==> src/rtl/interpol_sched_pkg.sv <==
// Shared definitions for the interpolator rate sequencer.
package interpol_pkg;

  localparam int NFREQW         = 4;
  localparam int DIVW_DFLT      = 8;
  localparam int DIV_RST_DFLT   = 10;
  localparam int NFREQ_RST_DFLT = 6;

  typedef enum logic {
    ST_IDLE = 1'b0,
    ST_RUN  = 1'b1
  } state_e;

  // A zero interpolation factor would never reach a frame boundary.
  function automatic logic [NFREQW-1:0] clamp_nfreq(input logic [NFREQW-1:0] n);
    return (n == '0) ? NFREQW'(1) : n;
  endfunction

endpackage

==> src/rtl/interpol_sched_if.sv <==
// Configuration handshake between a controller and the rate sequencer.
interface interpol_sched_if #(
  parameter int DIVW = interpol_pkg::DIVW_DFLT
);
  logic                            cfg_valid;
  logic                            cfg_ready;
  logic [interpol_pkg::NFREQW-1:0] cfg_nfreq;
  logic [DIVW-1:0]                 cfg_div;

  modport master (output cfg_valid, output cfg_nfreq, output cfg_div, input cfg_ready);
  modport slave  (input cfg_valid, input cfg_nfreq, input cfg_div, output cfg_ready);
endinterface

==> src/rtl/interpol_sched_rate_div.sv <==
// Modulo-div counter; wrap flags the last count of each output period.
module rate_div #(
  parameter int DIVW = 8
) (
  input  logic            clock,
  input  logic            reset,
  input  logic            en,
  input  logic            clr,
  input  logic [DIVW-1:0] div,
  output logic            wrap
);

  logic [DIVW-1:0] cnt_q, cnt_d;

  assign wrap = en && (cnt_q == div - DIVW'(1));

  // Next count: clear wins, otherwise count 0..div-1 while enabled.
  always_comb begin
    cnt_d = cnt_q;
    if (clr) begin
      cnt_d = '0;
    end else if (en) begin
      cnt_d = wrap ? '0 : cnt_q + DIVW'(1);
    end
  end

  // Counter register with synchronous active-low reset.
  always_ff @(posedge clock) begin
    if (!reset) begin
      cnt_q <= '0;
    end else begin
      cnt_q <= cnt_d;
    end
  end

endmodule

==> src/rtl/interpol_sched.sv <==
// Rate sequencer: output-sample enable every div clocks, input-sample
// enable once per nfreq output samples, with frame-aligned reconfiguration.
//
// state   | meaning
// ST_IDLE | stopped; configuration loads directly into the active registers
// ST_RUN  | sequencing; configuration waits in pending registers for a boundary
module interpol_sched
  import interpol_pkg::*;
#(
  parameter int DIVW      = DIVW_DFLT,
  parameter int DIV_RST   = DIV_RST_DFLT,
  parameter int NFREQ_RST = NFREQ_RST_DFLT
) (
  input  logic              clock,
  input  logic              reset,
  input  logic              run,
  interpol_sched_if.slave   cfg,
  output logic              endataout,
  output logic              endatain,
  output logic [NFREQW-1:0] phase,
  output logic              busy
);

  state_e            state_q, state_d;
  logic [NFREQW-1:0] nfreq_q, nfreq_d;
  logic [DIVW-1:0]   div_q, div_d;
  logic              pend_q, pend_d;
  logic [NFREQW-1:0] pend_nfreq_q, pend_nfreq_d;
  logic [DIVW-1:0]   pend_div_q, pend_div_d;
  logic [NFREQW-1:0] phase_q, phase_d;
  logic              endataout_q, endataout_d;
  logic              endatain_q, endatain_d;

  logic              cfg_acc;
  logic              cnt_en;
  logic              cnt_clr;
  logic              wrap;
  logic [NFREQW-1:0] cap_nfreq;
  logic [DIVW-1:0]   cap_div;

  // In RUN only one configuration may wait for the next boundary.
  assign cfg.cfg_ready = (state_q == ST_IDLE) || !pend_q;
  assign cfg_acc       = cfg.cfg_valid && cfg.cfg_ready;
  assign cap_nfreq     = clamp_nfreq(cfg.cfg_nfreq);
  // div >= 2 keeps endatain from ever landing on an endataout cycle.
  assign cap_div       = (cfg.cfg_div < DIVW'(2)) ? DIVW'(2) : cfg.cfg_div;
  assign cnt_en        = (state_q == ST_RUN);

  rate_div #(.DIVW(DIVW)) u_rate_div (
    .clock (clock),
    .reset (reset),
    .en    (cnt_en),
    .clr   (cnt_clr),
    .div   (div_q),
    .wrap  (wrap)
  );

  // Next state, frame counter, config capture/apply and enable pulses.
  always_comb begin
    state_d      = state_q;
    nfreq_d      = nfreq_q;
    div_d        = div_q;
    pend_d       = pend_q;
    pend_nfreq_d = pend_nfreq_q;
    pend_div_d   = pend_div_q;
    phase_d      = phase_q;
    endataout_d  = 1'b0;
    endatain_d   = 1'b0;
    cnt_clr      = 1'b0;
    case (state_q)
      ST_IDLE: begin
        cnt_clr = 1'b1;
        phase_d = '0;
        if (cfg_acc) begin
          nfreq_d = cap_nfreq;
          div_d   = cap_div;
        end
        if (run) begin
          state_d = ST_RUN;
        end
      end
      ST_RUN: begin
        endataout_d = wrap;
        // An offer taken on a boundary cycle waits for the following one.
        if (cfg_acc) begin
          pend_d       = 1'b1;
          pend_nfreq_d = cap_nfreq;
          pend_div_d   = cap_div;
        end
        if (endataout_q) begin
          if (phase_q == nfreq_q - NFREQW'(1)) begin
            phase_d    = '0;
            endatain_d = 1'b1;
            if (pend_q) begin
              nfreq_d = pend_nfreq_q;
              div_d   = pend_div_q;
              pend_d  = 1'b0;
              cnt_clr = 1'b1;
            end
            if (!run) begin
              state_d = ST_IDLE;
              cnt_clr = 1'b1;
              if (cfg_acc) begin
                nfreq_d = cap_nfreq;
                div_d   = cap_div;
                pend_d  = 1'b0;
              end
            end
          end else begin
            phase_d = phase_q + NFREQW'(1);
          end
        end
      end
      default: state_d = ST_IDLE;
    endcase
  end

  // State and datapath registers with synchronous active-low reset.
  always_ff @(posedge clock) begin
    if (!reset) begin
      state_q      <= ST_IDLE;
      nfreq_q      <= NFREQW'(NFREQ_RST);
      div_q        <= DIVW'(DIV_RST);
      pend_q       <= 1'b0;
      pend_nfreq_q <= '0;
      pend_div_q   <= '0;
      phase_q      <= '0;
      endataout_q  <= 1'b0;
      endatain_q   <= 1'b0;
    end else begin
      state_q      <= state_d;
      nfreq_q      <= nfreq_d;
      div_q        <= div_d;
      pend_q       <= pend_d;
      pend_nfreq_q <= pend_nfreq_d;
      pend_div_q   <= pend_div_d;
      phase_q      <= phase_d;
      endataout_q  <= endataout_d;
      endatain_q   <= endatain_d;
    end
  end

  assign endataout = endataout_q;
  assign endatain  = endatain_q;
  assign phase     = phase_q;
  assign busy      = (state_q == ST_RUN);

endmodule

==> src/flat_wrapper.sv <==
// flat-port wrapper written by rule: the top's interface ports become plain ports
module interpol_sched_flat import interpol_pkg::*;
#(
  parameter int DIVW      = DIVW_DFLT,
  parameter int DIV_RST   = DIV_RST_DFLT,
  parameter int NFREQ_RST = NFREQ_RST_DFLT
)
  (clock, reset, run, endataout, endatain, phase, busy, cfg_cfg_valid, cfg_cfg_nfreq, cfg_cfg_div, cfg_cfg_ready);
  interpol_sched_if #(.DIVW(DIVW)) cfg_i ();
  input  logic clock;
  input  logic reset;
  input  logic run;
  output logic endataout;
  output logic endatain;
  output logic [NFREQW-1:0] phase;
  output logic busy;
  input wire logic [$bits(cfg_i.cfg_valid)-1:0] cfg_cfg_valid;
  input wire logic [$bits(cfg_i.cfg_nfreq)-1:0] cfg_cfg_nfreq;
  input wire logic [$bits(cfg_i.cfg_div)-1:0] cfg_cfg_div;
  output wire logic [$bits(cfg_i.cfg_ready)-1:0] cfg_cfg_ready;
  assign cfg_i.cfg_valid = cfg_cfg_valid;
  assign cfg_i.cfg_nfreq = cfg_cfg_nfreq;
  assign cfg_i.cfg_div = cfg_cfg_div;
  assign cfg_cfg_ready = cfg_i.cfg_ready;
  interpol_sched #(.DIVW(DIVW), .DIV_RST(DIV_RST), .NFREQ_RST(NFREQ_RST)) u_core (.clock(clock), .reset(reset), .run(run), .cfg(cfg_i), .endataout(endataout), .endatain(endatain), .phase(phase), .busy(busy));
endmodule
==> config.mk <==
export PLATFORM = sky130hd
export DESIGN_NAME = interpol_sched_flat
export DESIGN_NICKNAME = d
export VERILOG_FILES = /design/src/rtl/interpol_sched_pkg.sv /design/src/rtl/interpol_sched_if.sv /design/src/rtl/interpol_sched_rate_div.sv /design/src/rtl/interpol_sched.sv /design/src/flat_wrapper.sv
export SDC_FILE = /design/constraint.sdc
export NUM_CORES = 1
export LEC_CHECK = 0
export ABC_AREA = 1
export BUFFER_PORTS_ARGS = -buffer_cell sky130_fd_sc_hd__buf_2
export CELL_PAD_IN_SITES_DETAIL_PLACEMENT = 1
export CELL_PAD_IN_SITES_GLOBAL_PLACEMENT = 1
export CORE_UTILIZATION = 45
export CTS_BUF_LIST = sky130_fd_sc_hd__clkbuf_4
export DETAILED_ROUTE_END_ITERATION = 8
export PLACE_DENSITY = 0.82
export SLEW_MARGIN = 25
export SYNTH_ARGS = -nofsm -noshare
export SYNTH_HDL_FRONTEND = slang
export SYNTH_SLANG_ARGS = --single-unit
==> constraint.sdc <==
create_clock -name clock -period 5.1 [get_ports clock]
set_input_delay 0.765 -clock clock [delete_from_list [all_inputs] [get_ports clock]]
set_output_delay 0.765 -clock clock [all_outputs]
set_load 0.02 [all_outputs]
Word level (Yosys, flattened, before mapping)
Index checks and enable logic that the tools add are counted.

Bits in registers: 40. Bits of input ports: 16. Logic and storage cells: 68.

Add/subtract/negate cells: 4. $lt $le $gt $ge: 1. Eq/ne operators: 5. Multiplexer cells: 36. Bitwise operators: 2. Reductions and logical operators: 10.

Operators with widths (number): $mux 8 (8); $mux 4 (9); $pmux 4 s2 (2); $pmux 8 s2 (1); $mux 1 (14); $add 8x1->8 const B (1); $eq 8x8->1 (1); $lt 8x2->1 const B (1); $sub 8x1->8 const B (1); $reduce_and 3->1 (2); $add 4x1->4 const B (1); $eq 4x4->1 (1); $logic_not 4->1 (1); $ne 2x2->1 const B (2); $pmux 1 s2 (2); $reduce_and 2->1 (2); $sub 4x1->4 const B (1); $logic_and 1x1->1 (2); $ne 2x1->1 const B (1); $not 1->1 (2); $reduce_or 2->1 (1); $logic_not 1->1 (1); $logic_or 1x1->1 (1).

Logic depth before layout (Yosys ltp)
Gate-level depths: netlist of run 1.

Depth after elaboration: 9. Depth in mapped cells: 14. Mapped depth without buffers: 13.

By module
Synthesis of run 1 repeated with hierarchy kept, for this count alone.

Cell total of the unflattened synthesis: 379. Area total of the unflattened synthesis: 2511.2 um^2.

By module, submodules not included: interpol_sched (instances 1, cells each 261, area an instance 1799.2 um^2, seq. area each 640.6 um^2); rate_div (instances 1, cells each 118, area an instance 711.9 um^2, seq. area each 160.2 um^2).

Worst setup path before layout of run 1
Ideal clock, no wire load.

Path type: register to register. Start point: register u_core.nfreq_q[0]. End point: register u_core.div_q[6]. Setup time: 0.136 ns. Data arrival time: 1.525 ns. Slack: 3.439 ns. Cell stages (with the launch flop): 12. Path buffers: 1. Clock period less this slack: 1.661 ns. Cell sequence: dfxtp_1 -> inv_1 -> ha_1 -> xor2_1 -> nand2_1 -> nor2_4 -> nand2_4 -> nand2_8 -> nand2_2 -> buf_6 -> nand2_1 -> a21oi_2.

Longest elaborated chain between the ends: 4.

RTL lines: start, declared (RTL line interpol_sched.sv:25) `logic [NFREQW-1:0] nfreq_q, nfreq_d;`; start signal, assigned (RTL line interpol_sched.sv:122) `nfreq_q <= NFREQW'(NFREQ_RST);`; start signal, assigned (RTL line interpol_sched.sv:132) `nfreq_q <= nfreq_d;`; $sub 4x1->4 (RTL line interpol_sched.sv:91) `if (phase_q == nfreq_q - NFREQW'(1)) begin`; $eq 4x4->1 (RTL line interpol_sched.sv:91); $ne 2x2->1 (no line); $reduce_and 3->1 (no line); end signal, assigned (RTL line interpol_sched.sv:123) `div_q <= DIVW'(DIV_RST);`; end signal, assigned (RTL line interpol_sched.sv:133) `div_q <= div_d;`; end, declared (RTL line interpol_sched.sv:26) `logic [DIVW-1:0] div_q, div_d;`.

Every way passes these cells. A chain may end at the register's enable or synchronous reset.

Worst setup path in the final report of run 1
Start point: register u_core.pend_q. End point: output port cfg_cfg_ready.

Longest elaborated chain between the ends: 2.

RTL lines: start, declared (RTL line interpol_sched.sv:27) `logic pend_q, pend_d;`; start signal, assigned (RTL line interpol_sched.sv:134) `pend_q <= pend_d;`; $logic_not 1->1 (RTL line interpol_sched.sv:42) `assign cfg.cfg_ready = (state_q == ST_IDLE) || !pend_q;`; $logic_or 1x1->1 (RTL line interpol_sched.sv:42); end, declared (RTL line flat_wrapper.sv:20) `output wire logic [$bits(cfg_i.cfg_ready)-1:0] cfg_cfg_ready;`.

Every way passes these cells.

==> reports/qor.yml, run 1 <==
outcome: "finished, final reports clean"
dp_hpwl_um: 4490
core_sq_um: 5070
drtIter0Drc: 70
seqPwrFrac_pct: 55.2
final_cells: 437
num_rows: 26
cts_made_buffers: 5
p_leak_nw: 1.12
reg2reg_slack_ps: 2820
netlist_area_sq_um: 2360
worst_pin_slew_ps: 782
rsz0062_at_grt: "false"
rr_endpoint: "u_core.div_q[6]"
finalSetupTns_ps: 0
powerDensity_nw_per_um2: 245
cts_buffer_depth: 2
ys_types: 34
min_path_type: "reg -> reg"
num_antenna_cells: 0
syn_inst: 349
netlist.area_leader.share_pct: 33.9
ys_ff_latch: 40
drc: 0
cp.required_ps: 4340
clkPwrFrac_pct: 26.8
clock_skew_ps: 18.0
power.switching_w: 0.000204
final_common_cell: "nand2_1"
nets: 386
grt_max_degree: 25
slowest_delay_ps: 820
vias: 2214
gp_congestion: 0.753
sw_frac_of_total_pct: 32.9
via_per_inst: 5.07
post_drt_wl_per_cell_um: 13.4
worstSetupPathType: "reg -> out"
clockRootBuffer: "clkbuf_4"
drive_above_1_share_pct: 14.7
hold_violations: 0
grt_overflow: 0
path_buf_inv: 1
grt_pass1_wl_um: 9880
cp.arrival_ps: 1650
slowest_stage: "dfxtp_1"
ys_seq_area_share_pct: 33.9
cts_hold_buffers: 0
cts_setup_buffers: 0
port_buffers: 23
final_cell_mix: "nand2_1 (88), dfxtp_1 (40), inv_1 (39)"
grt_usage_pct: 23.6
clkLatencyLatePin_ps: 360
yosys-top-cells-area: "dfxtp_1 (34%), nand2_1 (14%), inv_1 (6.2%)"
io_pins: 24
avgSynthCellArea_sq_um: 6.77
rr_startpoint: "u_core.busy"
endpoint: "cfg_cfg_ready"
initial_core_util_pct: 46.6
grt_pass1_vias: 2046
antenna_found_initial: 0
postRouteAntennaNets: 0
max_cap_viol_count: 0
intPower_w: 0.000417
path_clk_slew_ps: 130
crit_chain: "nand2_1 -> buf_2"
setup_viol: 0
ctsResizeCount: 0
cp_top_family: "flip-flops"
drt_wl_total_um: 5850
period_share_pct: 47.4
drv_slew: 0
dp_cells: 429
rr_worst_depth: 5
dr.pass1.iters: 4
peakVddDrop_mv: 0.113
fin_crit_ps: 2420
yosysTopAreaCell: "dfxtp_1"
startpoint_type: "register"
fp.dieArea_sq_um: 5550
cp.depth: 2
cts_sinks: 40
critPathCaptureType: "primary output"
dieHeight_um: 74.5
h-tree-depth: 2
max_freq_ghz: 0.414
startpoint: "u_core.pend_q"
yosys_warnings: 0
die_width_um: 74.5
area_growth_pct: 7.31
worstPathMaxFanout: 23
pwr-share-comb_pct: 17.9
syn_nets: 369
slew_headroom_pct: 47.8
cts_tree: "done"
[metrics by stage]
stage	util, %	setup slack [ps]	power [W]	hold WS, ps	instance area [sq um]
after floorplan	-	3440	0.000436	452	2360
after global placement	48.9	2870	0.000457	467	2480
after detailed placement	48.9	2840	0.000461	472	2480
after CTS	50.0	2710	0.000627	496	2540
after global routing	50.0	2610	0.000653	528	2540
final	50.0	2680	0.000621	498	2540
[worst min-delay path by stage]
stage	startpoint	to	slack, ps	depth (start not counted)
floorplan	u_core.nfreq_q[1]	u_core.nfreq_q[1]	450	2
global placement	u_core.nfreq_q[1]	u_core.nfreq_q[1]	470	2
detailed placement	u_core.nfreq_q[1]	u_core.nfreq_q[1]	470	2
CTS	u_core.nfreq_q[1]	u_core.nfreq_q[1]	500	2
global route	u_core.nfreq_q[1]	u_core.nfreq_q[1]	530	2
finish	u_core.div_q[2]	u_core.div_q[2]	500	2
[flip-flops by register name, indices dropped and copies added (netlist names), 4 cells and up]
signal                   cells
u_core.pend_nfreq_q          4
u_core.nfreq_q               4
u_core.div_q                 8
u_core.u_rate_div.cnt_q      8
u_core.phase                 4
u_core.pend_div_q            8
[synth_stat cells, drive strengths merged]
library cell and number:
nand2 93, inv 43, dfxtp 40, nor2 34
o21ai 33, nand3 31, a21oi 25, xor2 11
buf 9, nand4 7, clkbuf 4, ha 4
nor3 3, o211ai 3, xnor2 3, nand3b 2
a31o 1, nor3b 1, o21a 1, or2 1
[power groups by stage]
stage	clock, W	sequential, W	combinational, W
finish	0.000167	0.000343	0.000111
global route	0.000179	0.000345	0.000130
CTS	0.000173	0.000343	0.000112
detailed placement	0	0.000350	0.000111
global placement	0	0.000349	0.000108
floorplan	0	0.000342	0.0000940
[kinds of logic after synthesis]
| group | count (synthesis) | synth area share, % |
|---|---|---|
| AND/OR/NAND/NOR | 172 | 33.5 |
| buffers and inverters | 56 | 10.5 |
| flip-flops | 40 | 33.9 |
| AO/OA/AOI/OAI | 63 | 14.9 |
| XOR/XNOR | 14 | 5.19 |
| adder cells (fa/ha/maj) | 4 | 2.12 |
[per-layer routing]
layer	up-vias	global-route usage [%]	wire, um
met1	1025	33.0	3010
met4	0	7.34	68
li1	1158	-	-
met5	-	0	0
met3	6	4.61	145
met2	25	36.7	2620
[final cells by class]
class / count / area [sq um]
sequential: 40 / 801
clock buffer: 5 / 37.5
multi-input combinational: 253 / 1320
tap: 70 / 87.6
inverter: 43 / 161
fill: 726 / 2540
clock inverter: 3 / 18.8
timing repair buffer: 23 / 115
[worst register-to-register path: stages (launching register included)]
cell and delay [ps]:
dfxtp_1 770, inv_2 190, o21ai_2 670, nand2_2 330, nand2_1 160, a21oi_2 50
No activity file was read; power rests on OpenSTA's default activity.
==> run 2, diff against run 1 <==
Settings changed: ABC_AREA 1 to 0, PLACE_DENSITY 0.82 to 0.79.
Clock period 5.1 ns to 2.29 ns, I/O delays scaled along.
==> run 2 against run 1 <==
Against the previous run:
- clock skew grew 1.4 ps
- register-to-register slack got worse by 2700 ps
- synthesized cell count shrank 25%
- combinational power up 130%
- non-clock buffer count grew 10
- synthesized area shrank 6.1%
- largest power group unchanged
- via count is 13% lower
==> reports/qor.yml, run 2 <==
outcome: "finished, final reports clean"
largest_registers: "u_core.div_q (8), u_core.pend_div_q (8), u_core.u_rate_div.cnt_q (8)"
clock_skew_ps: 19.4
area_growth_pct: 13.1
cts_tree: "done"
cts_setup_buffers: 0
slowest_delay_ps: 580
min_path_type: "in -> reg"
h-tree-depth: 2
drive_above_1_share_pct: 21.3
ys_seq_area_share_pct: 36.1
post_drt_wl_per_cell_um: 14.7
holdWs_ps: 240
ys_ff_latch: 40
drv_slew: 0
worstPathMaxFanout: 6
crit_chain: "or4_4 -> nor4_1 -> a311oi_2 -> a211oi_4 -> buf_4 -> nor3b_1"
initial_core_util_pct: 47.0
pre_cts_ws_ps: 49.1
layout_setup_ws_ps: 156
vias: 1917
postLayoutCellArea_sq_um: 2510
clkLatencyLatePin_ps: 360
antenna_found_initial: 0
num_antenna_cells: 0
core_sq_um: 4720
io_pins: 24
grt_pass1_vias: 1795
grt_overflow: 0
netlist_area_sq_um: 2220
slew_headroom_pct: 56.4
avgSynthCellArea_sq_um: 8.50
grt_max_degree: 39
dpl_cell_area_sq_um: 2440
worst_pin_slew_ps: 653
yosysTopAreaCell: "dfxtp_1"
dp_hpwl_um: 3770
ys_types: 46
finalSetupTns_ps: 0
synth.most_common_cell: "nand2_1"
worstSetupPathType: "reg -> reg"
grt_usage_pct: 21.6
critPathCaptureType: "register"
port_buffers: 23
path_clk_slew_ps: 130
num_rows: 25
postRouteAntennaNets: 0
dieHeight_um: 72.2
ys_dominant_reg_cell: "dfxtp_1"
cts_buffer_depth: 2
syn_nets: 281
fp.dieArea_sq_um: 5220
cp.required_ps: 2540
cts_sinks: 40
final_common_cell: "nand2_1"
syn_inst: 261
yosys_warnings: 0
synthTopCellsByCount: "nand2_1 (45), dfxtp_1 (40), nor2_1 (13), xnor2_1 (12)"
utilization_pct: 53.2
grt_pass1_wl_um: 8740
p_leak_nw: 0.968
fin_crit_ps: 2130
final_cell_mix: "nand2_1 (45), dfxtp_1 (39), buf_2 (23)"
cp.arrival_ps: 2380
drtIter0Drc: 47
peakVddDrop_mv: 0.314
powerDensity_nw_per_um2: 550
max_cap_viol_count: 0
clockRootBuffer: "clkbuf_4"
startpoint_type: "register"
rsz0062_at_grt: "false"
netlist.area_leader.share_pct: 36.1
fill_cells: 583
drt_wl_total_um: 5200
via_per_inst: 5.43
drc: 0
setup_viol: 0
synth-async-reset-ratio_pct: 0
cts_made_buffers: 5
synth_edf_count: 0
max_freq_ghz: 0.469
slowest_stage: "or4_4"
nets: 305
cts_hold_buffers: 0
yosys-top-cells-area: "dfxtp_1 (36%), nand2_1 (7.6%), xnor2_1 (4.7%)"
ctsResizeCount: 0
hold_violations: 0
die_width_um: 72.2
dr.pass1.iters: 4
period_share_pct: 93.2
gp_congestion: 0.725
[run 2: cell types whose count changed after synthesis, sizes merged, moves of 6 or more]
cell / delta
a21boi: +10
a21oi: -19
clkbuf: +6
inv: -37
mux2: +6
nand2: -48
nand2b: +8
nand3: -24
nor2: -21
nor3b: +10
o2111ai: +7
o21ai: -22
xnor2: +9
[run 2: stage by stage]
step | power [W] | std cells
6_report | 0.00138 | 353
5_1_grt | 0.00145 | 353
4_1_cts | 0.00139 | 353
3_5_place_dp | 0.00103 | 345
3_3_place_gp | 0.00102 | 345
2_1_floorplan | 0.000946 | 261
[run 2: critical path: cells and delay by family (launching register included)]
family | cells | cell delay, ps
and+or+nand+nor | 3 | 990
AOI/OAI and AO/OA | 2 | 460
DFF | 1 | 380
buffers and inverters | 1 | 190
[run 2: routing by layer]
metal / track usage, % / wire [um]
met1: 30.0 / 2700
met3: 4.58 / 127
met4: 7.19 / 75
met5: 0 / 0
met2: 33.2 / 2300
[run 2: cell families after synthesis]
group	after synthesis	share of synthesized area, %
AOI/OAI and AO/OA	57	18.5
buffers and inverters	22	4.11
and+or+nand+nor	105	24.4
adders and majority gates	4	2.25
muxes	11	5.30
xor gates and xnor gates	22	9.30
DFF	40	36.1
[run 2: worst paths after layout]
path,startpoint,endpoint,slack (ps),depth (start not counted)
worst max-delay path,u_core.div_q[0],u_core.u_rate_div.cnt_q[6],160,6
worst min-delay path,cfg_cfg_div[3],u_core.pend_div_q[3],240,3
worst max register to register,u_core.div_q[0],u_core.u_rate_div.cnt_q[6],160,6
worst min register to register,u_core.pend_div_q[5],u_core.pend_div_q[5],470,2
[run 2: where the power goes]
group	total, W	switching [W]	internal, W
clock	0.000367	0.000249	0.000118
combinational	0.000251	0.000139	0.000111
sequential	0.000764	0.0000350	0.000729
total	0.00138	0.000423	0.000959
[run 2: area by class of cell]
cell class / count / area [sq um] / area share [%]
clock buffers: 5 / 37.5 / 1.49
clock inverters: 3 / 18.8 / 0.747
inverters: 6 / 22.5 / 0.897
multi-input cells: 199 / 1360 / 54.0
flip-flops and latches: 40 / 802 / 31.9
well taps: 67 / 83.8 / 3.34
repair buffers: 33 / 190 / 7.57
